===== src/rtl/sfp_pkg.sv =====
// Shared slf-format definitions for the streaming accumulator.
// Fields: [25] sign, [24:17] biased exponent, [16:0] fraction with a hidden leading one.
package sfp_pkg;
    localparam int SFP_W   = 26;
    localparam int EXP_W   = 8;
    localparam int FRAC_W  = 17;
    localparam int BIAS    = 127;
    localparam int GUARD_W = 3;
    localparam int MANT_W  = 1 + FRAC_W + GUARD_W;
    localparam int SGN_B   = SFP_W - 1;

    typedef enum logic [1:0] {IDLE, ALIGN, ADD, NORM} state_t;

    localparam logic [SFP_W-1:0] SFP_ZERO    = '0;
    localparam logic [SFP_W-1:0] SFP_MAX_POS = {1'b0, 8'd254, {FRAC_W{1'b1}}};
    localparam logic [SFP_W-1:0] SFP_MAX_NEG = {1'b1, 8'd254, {FRAC_W{1'b1}}};

    function automatic logic [EXP_W-1:0] exp_of(input logic [SFP_W-1:0] v);
        return v[SFP_W-2 -: EXP_W];
    endfunction

    // A zero exponent means the value is zero, whatever the fraction holds.
    function automatic logic [MANT_W-1:0] mant_of(input logic [SFP_W-1:0] v);
        return (exp_of(v) == '0) ? '0 : {1'b1, v[FRAC_W-1:0], {GUARD_W{1'b0}}};
    endfunction
endpackage


===== src/rtl/sfp_acc_fifo.sv =====
// Show-ahead synchronous FIFO: rdata presents the head entry while not empty.
module sfp_acc_fifo #(
    parameter int W  = 26,
    parameter int AW = 4
) (
    input  logic         clk,
    input  logic         rst,
    input  logic         wr,
    input  logic [W-1:0] wdata,
    input  logic         rd,
    output logic [W-1:0] rdata,
    output logic         full,
    output logic         empty
);
    logic [W-1:0] mem [2**AW];
    logic [AW:0]  wp, rp;

    always_ff @(posedge clk or negedge rst) begin
        if (!rst) begin
            wp <= '0;
            rp <= '0;
        end else begin
            if (wr) wp <= wp + 1'b1;
            if (rd) rp <= rp + 1'b1;
        end
    end

    always_ff @(posedge clk) begin
        if (wr) mem[wp[AW-1:0]] <= wdata;
    end

    assign rdata = mem[rp[AW-1:0]];
    assign empty = (wp == rp);
    assign full  = (wp[AW] != rp[AW]) && (wp[AW-1:0] == rp[AW-1:0]);
endmodule


===== src/rtl/sfp_acc.sv =====
// Group accumulator for slf products: folds LEN products through IDLE/ALIGN/ADD/NORM.
// Build option SFP_ACC_RND_EN selects round-to-nearest-even instead of truncation.
module sfp_acc
    import sfp_pkg::*;
#(
    parameter int LEN     = 16,
    parameter int FIFO_AW = 4
) (
    input  logic             clk,
    input  logic             rst,
    input  logic             i_req,
    input  logic [SFP_W-1:0] i_dat,
    output logic             o_vld,
    output logic [SFP_W-1:0] o_dat,
    output logic             o_ovf
);
    localparam int CW = (LEN > 1) ? $clog2(LEN) : 1;

    state_t             state, nxt;
    logic               pop, wr, full, empty;
    logic [SFP_W-1:0]   head, acc, opnd, res;
    logic [CW-1:0]      cnt;
    logic               done;

    assign pop  = (state == IDLE) && !empty;
    assign wr   = i_req && (!full || pop);
    assign done = (cnt == CW'(LEN - 1));

    sfp_acc_fifo #(.W(SFP_W), .AW(FIFO_AW)) u_fifo (
        .clk(clk), .rst(rst), .wr(wr), .wdata(i_dat), .rd(pop),
        .rdata(head), .full(full), .empty(empty)
    );

    always_ff @(posedge clk or negedge rst) begin
        if (!rst) state <= IDLE;
        else      state <= nxt;
    end

    always_comb begin
        nxt = state;
        case (state)
            IDLE:    if (!empty) nxt = ALIGN;
            ALIGN:   nxt = ADD;
            ADD:     nxt = NORM;
            NORM:    nxt = IDLE;
            default: nxt = IDLE;
        endcase
    end

    // ALIGN: the operand with the smaller exponent is shifted down to match.
    logic [EXP_W-1:0]  ea, eb, diff;
    logic [MANT_W-1:0] ma, mb, sml_pre, sml;
    logic              a_ge;

    always_comb begin
        ea      = exp_of(acc);
        eb      = exp_of(opnd);
        ma      = mant_of(acc);
        mb      = mant_of(opnd);
        a_ge    = (ea >= eb);
        diff    = a_ge ? (ea - eb) : (eb - ea);
        sml_pre = a_ge ? mb : ma;
        sml     = (diff >= EXP_W'(MANT_W)) ? '0 : (sml_pre >> diff);
    end

    logic [MANT_W-1:0] big_r, sml_r;
    logic [EXP_W-1:0]  exp_r;
    logic              sb_r, ss_r;

    // ADD: with equal exponents the aligned operand can be the larger magnitude.
    logic [MANT_W:0]   sum_n, sum_r;
    logic              sgn_n, sgn_r;

    always_comb begin
        if (sb_r == ss_r) begin
            sum_n = {1'b0, big_r} + {1'b0, sml_r};
            sgn_n = sb_r;
        end else if (big_r >= sml_r) begin
            sum_n = {1'b0, big_r - sml_r};
            sgn_n = sb_r;
        end else begin
            sum_n = {1'b0, sml_r - big_r};
            sgn_n = ss_r;
        end
    end

    // NORM: bring the leading one to the hidden-bit position, then pack.
    logic [4:0]              lead, sh;
    logic [MANT_W-1:0]       n;
    logic                    drop;
    logic signed [EXP_W+1:0] e;
    logic [FRAC_W-1:0]       frac;
    logic                    unused;
`ifdef SFP_ACC_RND_EN
    logic                    inc;
    logic [MANT_W-GUARD_W:0] rnd;
`endif

    always_comb begin
        lead = '0;
        for (int i = 0; i <= MANT_W; i++)
            if (sum_r[i]) lead = 5'(i);
        sh   = '0;
        drop = 1'b0;
        if (sum_r[MANT_W]) begin
            n    = sum_r[MANT_W:1];
            drop = sum_r[0];
            e    = $signed({2'b00, exp_r}) + 10'sd1;
        end else begin
            sh = 5'(MANT_W - 1) - lead;
            n  = sum_r[MANT_W-1:0] << sh;
            e  = $signed({2'b00, exp_r}) - $signed({5'b00000, sh});
        end
`ifdef SFP_ACC_RND_EN
        inc  = n[GUARD_W-1] & (n[GUARD_W-2] | n[0] | drop | n[GUARD_W]);
        rnd  = {1'b0, n[MANT_W-1:GUARD_W]} + {{(MANT_W-GUARD_W){1'b0}}, inc};
        if (rnd[MANT_W-GUARD_W]) e = e + 10'sd1;
        frac = rnd[FRAC_W-1:0];
`else
        frac = n[MANT_W-2:GUARD_W];
`endif
        unused = ^{n[GUARD_W-1:0], drop, e[EXP_W+1:EXP_W]};
        if (sum_r == '0 || e < 10'sd1) res = SFP_ZERO;
        else if (e > 10'sd254)         res = sgn_r ? SFP_MAX_NEG : SFP_MAX_POS;
        else                           res = {sgn_r, e[EXP_W-1:0], frac};
    end

    always_ff @(posedge clk or negedge rst) begin
        if (!rst) begin
            acc   <= SFP_ZERO;
            opnd  <= SFP_ZERO;
            big_r <= '0;
            sml_r <= '0;
            exp_r <= '0;
            sb_r  <= 1'b0;
            ss_r  <= 1'b0;
            sum_r <= '0;
            sgn_r <= 1'b0;
            cnt   <= '0;
            o_vld <= 1'b0;
            o_dat <= SFP_ZERO;
            o_ovf <= 1'b0;
        end else begin
            o_vld <= 1'b0;
            if (i_req && full && !pop) o_ovf <= 1'b1;
            case (state)
                IDLE:  if (pop) opnd <= head;
                ALIGN: begin
                    big_r <= a_ge ? ma : mb;
                    sml_r <= sml;
                    exp_r <= a_ge ? ea : eb;
                    sb_r  <= a_ge ? acc[SGN_B]  : opnd[SGN_B];
                    ss_r  <= a_ge ? opnd[SGN_B] : acc[SGN_B];
                end
                ADD: begin
                    sum_r <= sum_n;
                    sgn_r <= sgn_n;
                end
                NORM: begin
                    if (done) begin
                        acc   <= SFP_ZERO;
                        cnt   <= '0;
                        o_vld <= 1'b1;
                        o_dat <= res;
                    end else begin
                        acc <= res;
                        cnt <= cnt + 1'b1;
                    end
                end
                default: ;
            endcase
        end
    end
endmodule


===== config.mk =====
export PLATFORM = sky130hd
export DESIGN_NAME = sfp_acc
export DESIGN_NICKNAME = d
export VERILOG_FILES = /design/src/rtl/sfp_pkg.sv /design/src/rtl/sfp_acc_fifo.sv /design/src/rtl/sfp_acc.sv
export SDC_FILE = /design/constraint.sdc
export NUM_CORES = 1
export LEC_CHECK = 0
export BUFFER_PORTS_ARGS = -buffer_cell sky130_fd_sc_hd__clkbuf_2
export CORE_MARGIN = 10
export CORE_UTILIZATION = 23
export DETAILED_ROUTE_END_ITERATION = 8
export HOLD_SLACK_MARGIN = 0.15
export PLACE_DENSITY_LB_ADDON = 0.25
export SLEW_MARGIN = 20
export SYNTH_ARGS = -nofsm -noshare
export SYNTH_HDL_FRONTEND = slang
export SYNTH_SLANG_ARGS = --single-unit

===== constraint.sdc =====
create_clock -name clk -period 16.3 [get_ports clk]
set_input_delay 0.815 -clock clk [delete_from_list [all_inputs] [get_ports clk]]
set_output_delay 0.815 -clock clk [all_outputs]
set_load 0.05 [all_outputs]

==> results of run 1 <==
## synth_stat cells (all sizes together) (53+ instances only)
library cell  instances
mux4                138
a21oi               114
ha                   84
nor2                118
nand2               128
mux2i                61
mux2                 53
inv                 121
o21ai                68
dfrtp               168
clkbuf              104
edfxtp              416
## through the flow
| stage | worst slack [ns] | cells | hold WS (ns) | util [%] |
|---|---|---|---|---|
| after global routing | 9.64 | 3838 | 0.353 | 26.7 |
| after floorplan | 10.84 | 2127 | 0.462 | - |
| final | 10.13 | 3838 | 0.269 | 26.7 |
| after detailed placement | 10.15 | 3713 | 0.480 | 24.9 |
| after CTS | 10.11 | 3836 | 0.339 | 26.7 |
| after global placement | 10.24 | 3713 | 0.479 | 24.9 |
## area by class of cell
| cell class | instances | area (um2) |
|---|---|---|
| clock inverter | 30 | 355 |
| multi-input combinational | 1285 | 11200 |
| timing repair buffer | 87 | 547 |
| clock buffer | 93 | 1850 |
| fill | 12600 | 90900 |
| inverter | 122 | 458 |
| tap | 1637 | 2050 |
| sequential | 584 | 16700 |
## worst max-delay path: cells and delay by family (launching register included)
family,cells,cell delay [ns]
DFF,1,0.48
xor gates and xnor gates,1,0.14
adders and majority gates,2,0.85
and+or+nand+nor,2,0.68
AOI/OAI and AO/OA,11,2.88
buffers and inverters,3,1.00
## flip-flops by register name, indices dropped and copies added, names as in the netlist, 5 cells and up
| register | count |
|---|---|
| sum_r | 22 |
| o_dat | 26 |
| sml_r | 21 |
| big_r | 18 |
| opnd | 26 |
| u_fifo.wp | 5 |
| acc | 26 |
| u_fifo.rp | 5 |
| u_fifo.mem | 416 |
| exp_r | 8 |
## logic make-up (layout without fill, tap and decap cells)
| logic type | Yosys count | in the layout | synth area share [%] |
|---|---|---|---|
| AO/OA/AOI/OAI | 463 | 463 | 11.1 |
| XOR/XNOR | 43 | 43 | 1.31 |
| AND/OR/NAND/NOR | 437 | 437 | 7.23 |
| buffers and inverters | 258 | 332 | 3.47 |
| adder cells (fa/ha/maj) | 90 | 90 | 4.03 |
| flip-flops | 584 | 584 | 57.9 |
| multiplexers | 252 | 252 | 15.0 |
## layout by cell type (no fill, tap or decap), drive strengths merged, types with 29 or more instances in the layout
cell type / count
nor2: 118
edfxtp: 416
mux2i: 61
o31ai: 31
dfrtp: 168
ha: 84
inv: 124
mux4: 138
a21o: 35
o21ai: 68
mux2: 53
xnor2: 32
buf: 31
and2: 29
a21oi: 114
clkbuf: 149
nand3: 32
nand2: 128
## layer usage
metal | GRT usage, % | up-vias | part of all wire, %
li1 | - | 8237 | -
met1 | 15.7 | 9507 | 45
met2 | 19.5 | 461 | 48
met3 | 2.01 | 133 | 4.7
met4 | 2.92 | 6 | 2.3
met5 | 0 | - | 0.041
## path summary, 6_finish.rpt
path	start	endpoint	slack, ns	cells past startpoint
max	sum_r[13]$_DFFE_PN0P_	acc[2]$_DFFE_PN0P_	10.13	19
min	rst	big_r[14]$_DFFE_PN0N_	0.27	1
max reg2reg	sum_r[13]$_DFFE_PN0P_	acc[2]$_DFFE_PN0P_	10.13	19
min reg2reg	o_dat[10]$_DFFE_PN0P_	o_dat[10]$_DFFE_PN0P_	0.48	2
max in group asynchronous	rst	cnt[0]$_DFFE_PN0P_	14.55	2
min in group clk	o_dat[10]$_DFFE_PN0P_	o_dat[10]$_DFFE_PN0P_	0.48	2
==> flow_summary.toml, run 1 <==
[run_status]
status = "finished, final reports clean"

[grt]
grt_first_pass_wirelength_mm = 126
grt_usage_pct = 11.7
antenna_found_initial = 7
overflow = 0
first_global_vias = 18700
grt_max_degree = 106

[clock_network]
cts-resized-gates = 0
clkLatencyLatePin_ns = 0.62
clk_pin_slew_ns = 0.06
numCtsBuffers = 68
holdBufCountCts = 0
cts_root_buffer = "clkbuf_16"
htree_levels = 3
cts_setup_buffers = 0
clockBufferDepth = 3
cts_num_sinks = 584
cts_tree = "done"

[synth]
ys_seq_area_share_pct = 57.9
synth_top_area_share_pct = 43.3
synth_edf_count = 416
yosys_register_bits = 584
post-synth-top-area-cell = "edfxtp_1"
yosysWarnings = 0
synth_area_um2 = 28800
synth_area_leaders = "edfxtp_1, dfrtp_1, mux4_2, ha_1, mux2i_1"
synthCells = 2127
syn-num-nets = 2245
ys_types = 79
avgSynthCellArea_um2 = 13.6
synth_flop_cell = "edfxtp_1"
async_reset_ff_share_pct = 28.8

[routing]
totalWireLength_mm = 84.4
drc = 0
first_pass_iters = 5
ant_nets = 0
vias = 18300
viasPerCell = 4.78
drt-initial-drc-count = 1499
post_drt_wl_per_cell_um = 22.0

[critical_path]
crit_path_end_kind = "flip-flop"
worstPathRequired_ns = 16.80
cpPeakStageDelay_ns = 0.53
cp.arrival_ns = 6.67
cp-start-kind = "flip-flop"
critPathKind = "flip-flop to flip-flop"
crit_fanout = 19
cp_slowest_cell = "a21oi_4"
worstPathCellList = "nor3b_1, or4_4, a21o_1, a21oi_4, ha_1, xnor2_1, buf_4, clkinv_1, ha_1, a21o_1, a21oi_1, o311a_1, a221o_1, o211ai_1, o211ai_2, o41ai_4, buf_4, a211oi_1, o32ai_1"

[layout]
final_nets = 2266
syn_to_final_growth_pct = 15.0
drive_above_1_share_pct = 19.0
fin_area_um2 = 33200
antenna_cells = 0

[timing]
fin_crit_sh_pct = 37.9
rsz0062_at_grt = "no"
tns_ns = 0
worst_pin_slew_ns = 1.12
setup_viol = 0
fin_crit_ns = 6.17
hold_viol = 0
finalClockSkew_ns = 0.0200
slew-limit-headroom_pct = 25.1
max_freq_ghz = 0.162
slew_violations = 0

[floorplan]
fp.dieArea_um2 = 140000
pin_count = 57
core_region_area_um2 = 124000
die_height_um = 374
dieWidth_um = 374
rows = 129
start_util_pct = 23.2

[job]
cap_violations = 0

[placement]
placed_area_um2 = 30900
globalplace.congestion = 0.871
place_hpwl_mm = 54.4
port_buffers = 56

[hold_path]
worstHoldPathType = "input pin to async pin"
Power of run 1 is left out: the tool's default activity adds up to more than one toggle a clock period on the data nets, which glitch-free logic cannot reach.
==> run 2, diff against run 1 <==
==> constraint.sdc (replaced) <==
create_clock -name clk -period 5.3 [get_ports clk]
set_input_delay 0.265 -clock clk [delete_from_list [all_inputs] [get_ports clk]]
set_output_delay 0.265 -clock clk [all_outputs]
set_load 0.05 [all_outputs]
==> run 2 against run 1 <==
Compared with the run above: sequential share of layout area decreased by 0.38 points; highest routed layer unchanged; core utilization grew 0.20 points; global-route usage shrank 0.13 points; register-to-register slack worse by 9.8 ns; hold slack worse by 0.058 ns; critical endpoint is now acc[8]$_DFFE_PN0P_; first-iteration DRC count fell by 3.2%; final area is 0.76% higher.
==> flow_summary.toml, run 2 (synthesized netlist as in run 1, its figures left out) <==
[grt]
first_global_vias = 19000
grt_max_degree = 108
grt_first_pass_wirelength_mm = 126
antenna_found_initial = 9
grt_usage_pct = 11.6
overflow = 0

[critical_path]
reg2reg_from = "sum_r[19]$_DFFE_PN0P_"
worstPathRequired_ns = 5.80
crit_fanout = 18
cp.arrival_ns = 5.45
cp_num_buf_inv = 2
crit_path_end_kind = "flip-flop"
crit_path_start = "sum_r[19]$_DFFE_PN0P_"
cp_slowest_cell = "or4_4"
cpPeakStageDelay_ns = 0.57
cp_top_family = "compound AO/OA/AOI/OAI gates"
worstPathCellList = "or4_4, a21o_1, a21oi_4, ha_1, xnor2_2, clkinv_2, ha_1, a21o_1, nor2_1, or3_1, a311oi_4, o211ai_2, o41ai_4, buf_4, a221oi_1, o32ai_1"
critPathKind = "flip-flop to flip-flop"
cp-start-kind = "flip-flop"

[clock_network]
cts_setup_buffers = 0
cts_num_sinks = 584
cts_tree = "done"
cts_root_buffer = "clkbuf_16"
clockBufferDepth = 3
clk_pin_slew_ns = 0.06
htree_levels = 2
clkLatencyLatePin_ns = 0.65
numCtsBuffers = 61

[timing]
fin_crit_sh_pct = 93.3
finalClockSkew_ns = 0.0409
slew_violations = 0
slew-limit-headroom_pct = 25.5
fin_crit_ns = 4.94
tns_ns = 0
max_freq_ghz = 0.202
rsz0062_at_grt = "no"
worst_pin_slew_ns = 1.12
setup_viol = 0
hold_viol = 0
fin_hold_ws_ns = 0.211

[floorplan]
die_height_um = 374
core_region_area_um2 = 124000
dieWidth_um = 374
fp.dieArea_um2 = 140000
pin_count = 57
start_util_pct = 23.2
rows = 129

[layout]
fin_area_um2 = 33400
mostFrequentLayoutCells = "edfxtp_1, dfrtp_1, mux4_2"
syn_to_final_growth_pct = 15.9
drive_above_1_share_pct = 19.4
largest_reg_flops = 416
layout_commonest_cell = "edfxtp_1"
final_nets = 2304

[placement]
place_hpwl_mm = 54.9
port_buffers = 56
globalplace.congestion = 0.878
placed_area_um2 = 31100

[routing]
ant_nets = 0
drt-initial-drc-count = 1451
viasPerCell = 4.76
vias = 18400
first_pass_iters = 5
post_drt_wl_per_cell_um = 21.6
totalWireLength_mm = 83.7
drc = 0

[hold_path]
worstHoldPathType = "input pin to async pin"

[run_status]
status = "finished, final reports clean"

[job]
cap_violations = 0
## run 2: final timing paths
| path | to | slack, ns | depth (start not counted) |
|---|---|---|---|
| max | acc[8]$_DFFE_PN0P_ | 0.36 | 16 |
| min | opnd[8]$_DFFE_PN0P_ | 0.21 | 2 |
| max reg2reg | acc[8]$_DFFE_PN0P_ | 0.36 | 16 |
| min reg2reg | o_dat[9]$_DFFE_PN0P_ | 0.48 | 2 |
| max in group asynchronous | exp_r[6]$_DFFE_PN0N_ | 3.86 | 3 |
| min in group clk | o_dat[9]$_DFFE_PN0P_ | 0.48 | 2 |
## run 2: worst reg2reg max path, cell delays in order, from the launching register on
cell and delay, ns:
dfrtp_1 0.49, or4_4 0.57, a21o_1 0.26, a21oi_4 0.27, ha_1 0.31, xnor2_2 0.16, clkinv_2 0.09, ha_1 0.33
a21o_1 0.25, nor2_1 0.13, or3_1 0.40, a311oi_4 0.36, o211ai_2 0.16, o41ai_4 0.29, buf_4 0.31, a221oi_1 0.12
o32ai_1 0.33
## run 2: final cells by class
| type | count | area (um2) |
|---|---|---|
| Fill cell | 12700 | 90700 |
| Sequential cell | 584 | 16700 |
| Multi-Input combinational cell | 1285 | 11200 |
| Tap cell | 1637 | 2050 |
| Clock buffer | 76 | 1620 |
| Timing Repair Buffer | 132 | 955 |
| Inverter | 122 | 459 |
| Clock inverter | 39 | 408 |
| Antenna cell | 1 | 2.50 |
## run 2: layer usage
| layer | routed length, um | track usage [%] | part of all wire (%) |
|---|---|---|---|
| met5 | 33 | 0 | 0.039 |
| met4 | 1520 | 2.44 | 1.8 |
| met3 | 3530 | 1.72 | 4.2 |
| met2 | 39700 | 19.1 | 47 |
| met1 | 38900 | 16.0 | 46 |
## run 2: through the flow
step           utilization, %  worst slack, ns  std cells
2_1_floorplan               -           0.0370       2127
3_3_place_gp             25.1            0.444       3732
3_5_place_dp             25.1            0.190       3732
4_1_cts                  26.9            0.216       3875
5_1_grt                  26.9           0.0792       3876
6_report                 26.9            0.356       3876
## run 2: what timing repair did
| item | CTS | global route |
|---|---|---|
| hold buffers | 28 | 0 |
| endpoints found under the hold margin | 474 | 0 |
| endpoints found under the setup margin | 0 | 1 |
| resized for setup | 0 | 2 |
Power of run 2 is left out for the same reason.
==> run 3, diff against run 2 <==
--- a/config.mk
+++ b/config.mk
@@ -5,12 +5,14 @@
 export SDC_FILE = /design/constraint.sdc
 export NUM_CORES = 1
 export LEC_CHECK = 0
+export ABC_AREA = 1
 export BUFFER_PORTS_ARGS = -buffer_cell sky130_fd_sc_hd__clkbuf_2
 export CORE_MARGIN = 10
 export CORE_UTILIZATION = 23
 export DETAILED_ROUTE_END_ITERATION = 8
 export HOLD_SLACK_MARGIN = 0.15
 export PLACE_DENSITY_LB_ADDON = 0.25
+export RECOVER_POWER = 25
 export SLEW_MARGIN = 20
 export SYNTH_ARGS = -nofsm -noshare
 export SYNTH_HDL_FRONTEND = slang
==> run 3 against run 2 <==
Compared with the run above: hold slack improved by 0.093 ns; global-route usage rose by 1.6 points; count of clock-buffer cells in the layout rose by 3; maximum frequency rose by 9.6%; via count rose by 17%; register-to-register slack improved by 0.43 ns; setup slack improved by 0.43 ns; synthesized cell count rose by 36%; critical path depth rose by 23; critical endpoint is now acc[22]$_DFFE_PN0P_; largest cell class unchanged.
==> flow_summary.toml, run 3 <==
[critical_path]
critPathKind = "flip-flop to flip-flop"
ff2ff_path_depth = 39
cp-start-kind = "flip-flop"
cp_slowest_cell = "inv_2"
crit_fanout = 48
cp.arrival_ns = 5.04
cpPeakStageDelay_ns = 0.67
crit_top_cell = "nand2_1"
worstPathRequired_ns = 5.83
crit_path_end_kind = "flip-flop"

[timing]
fin_crit_ns = 4.51
finalWorstSetupSlack_ns = 0.790
tns_ns = 0
slew_violations = 0
fin_crit_sh_pct = 85.1
rsz0062_at_grt = "no"
slew-limit-headroom_pct = 30.8
hold_viol = 0
setup_viol = 0
finalClockSkew_ns = 0.0517
worst_pin_slew_ns = 1.04
max_freq_ghz = 0.222

[hold_path]
worstHoldPathType = "input pin to async pin"

[clock_network]
cts_setup_buffers = 0
cts_num_sinks = 584
numCtsBuffers = 61
clkLatencyLatePin_ns = 0.66
cts_root_buffer = "clkbuf_16"
clockBufferDepth = 3
clk_pin_slew_ns = 0.06
cts_tree = "done"
htree_levels = 2

[synth]
synth_flop_cell = "edfxtp_1"
synth_area_um2 = 28500
yosys_register_bits = 584
post-synth-top-area-cell = "edfxtp_1"
avgSynthCellArea_um2 = 9.84
synth_edf_count = 416
synth_area_leaders = "edfxtp_1, dfrtp_1, o21ai_0, nand2_1, nor2_1"
synthCells = 2899
post-synth-top-count-cell = "nand2_1"
syn-num-nets = 3017
async_reset_ff_share_pct = 28.8
ys_seq_area_share_pct = 58.5
synthTopCellsByCount = "nand2_1, o21ai_0, edfxtp_1"
ys_types = 49
synth_top_area_share_pct = 43.8
yosysWarnings = 0

[routing]
first_pass_iters = 5
drc = 0
viasPerCell = 4.67
ant_nets = 0
post_drt_wl_per_cell_um = 20.3
drt-initial-drc-count = 1749
vias = 21600
totalWireLength_mm = 93.9

[placement]
place_hpwl_mm = 60.8
port_buffers = 56
dp.cells = 4478
post-place-ws_ns = 0.803
globalplace.congestion = 0.882

[grt]
antenna_found_initial = 2
grt_usage_pct = 13.2
grt_max_degree = 181
grt_first_pass_wirelength_mm = 141
overflow = 0
first_global_vias = 21100

[floorplan]
start_util_pct = 23.1
die_height_um = 372
rows = 129
dieWidth_um = 372
core_region_area_um2 = 123000
pin_count = 57
fp.dieArea_um2 = 139000

[layout]
fin_util_pct = 26.7
layout_commonest_cell = "nand2_1"
largest_reg_flops = 416
final_nets = 3050
stdcell_count = 4623
syn_to_final_growth_pct = 15.7
drive_above_1_share_pct = 8.04
mostFrequentLayoutCells = "nand2_1, o21ai_0, edfxtp_1"

[run_status]
status = "finished, final reports clean"

[job]
cap_violations = 0
## run 3: cell count changes after synthesis, sizes merged, moves of 36 or more
cell    delta
nand2    +361
o21ai    +352
nor2     +201
mux4     -138
nand3    +124
inv       +83
o22ai     +62
mux2      -53
mux2i     -52
o221ai    +41
clkbuf    +36
## run 3: final cells by class
| class | count | area [um2] |
|---|---|---|
| Sequential cell | 584 | 16700 |
| Antenna cell | 1 | 2.50 |
| Clock inverter | 37 | 358 |
| Inverter | 213 | 806 |
| Timing Repair Buffer | 132 | 941 |
| Tap cell | 1637 | 2050 |
| Fill cell | 13100 | 90500 |
| Multi-Input combinational cell | 1940 | 10500 |
| Clock buffer | 79 | 1630 |
## run 3: stage by stage
stage                     hold slack, ns  cell area [um2]
after floorplan                  -0.0306            28500
after global placement             0.446            30800
after detailed placement           0.444            30800
after CTS                          0.330            33000
after global routing               0.385            33000
final                              0.304            33000
## run 3: logic make-up after synthesis
| kind of cell | share of synthesized area (%) |
|---|---|
| compound gates | 16.2 |
| xor+xnor | 1.22 |
| fa+ha+maj | 4.03 |
| buf+inv | 5.09 |
| flops | 58.5 |
| mux | 0.316 |
| simple gates | 14.6 |
## run 3: critical path: cells and delay by family, from the launching register on
| kind | cells | cell delay, ns |
|---|---|---|
| AO/OA/AOI/OAI | 2 | 0.31 |
| AND/OR/NAND/NOR | 29 | 1.77 |
| flip-flops | 1 | 0.41 |
| adder cells (fa/ha/maj) | 2 | 0.70 |
| buffers and inverters | 6 | 1.17 |
## run 3: path summary, 6_finish.rpt
path	start	to	slack, ns
max	sum_r[2]$_DFFE_PN0P_	acc[22]$_DFFE_PN0P_	0.79
min	rst	o_ovf$_DFFE_PN0P_	0.30
max reg2reg	sum_r[2]$_DFFE_PN0P_	acc[22]$_DFFE_PN0P_	0.79
min reg2reg	o_dat[22]$_DFFE_PN0P_	o_dat[22]$_DFFE_PN0P_	0.48
max in group asynchronous	rst	u_fifo.rp[2]$_DFFE_PN0P_	3.93
min in group clk	i_req	o_ovf$_DFFE_PN0P_	0.43
## run 3: timing repair
item	4_1_cts	5_1_grt
hold buffers	28	0
hold endpoints to repair	511	0
resized for setup	0	0
## run 3: layer usage
metal | part of all wire [%] | track usage [%]
met3 | 4.7 | 1.87
met5 | 0 | 0
met4 | 1.7 | 2.74
met1 | 47 | 18.5
met2 | 47 | 21.5
Power of run 3 is left out for the same reason.
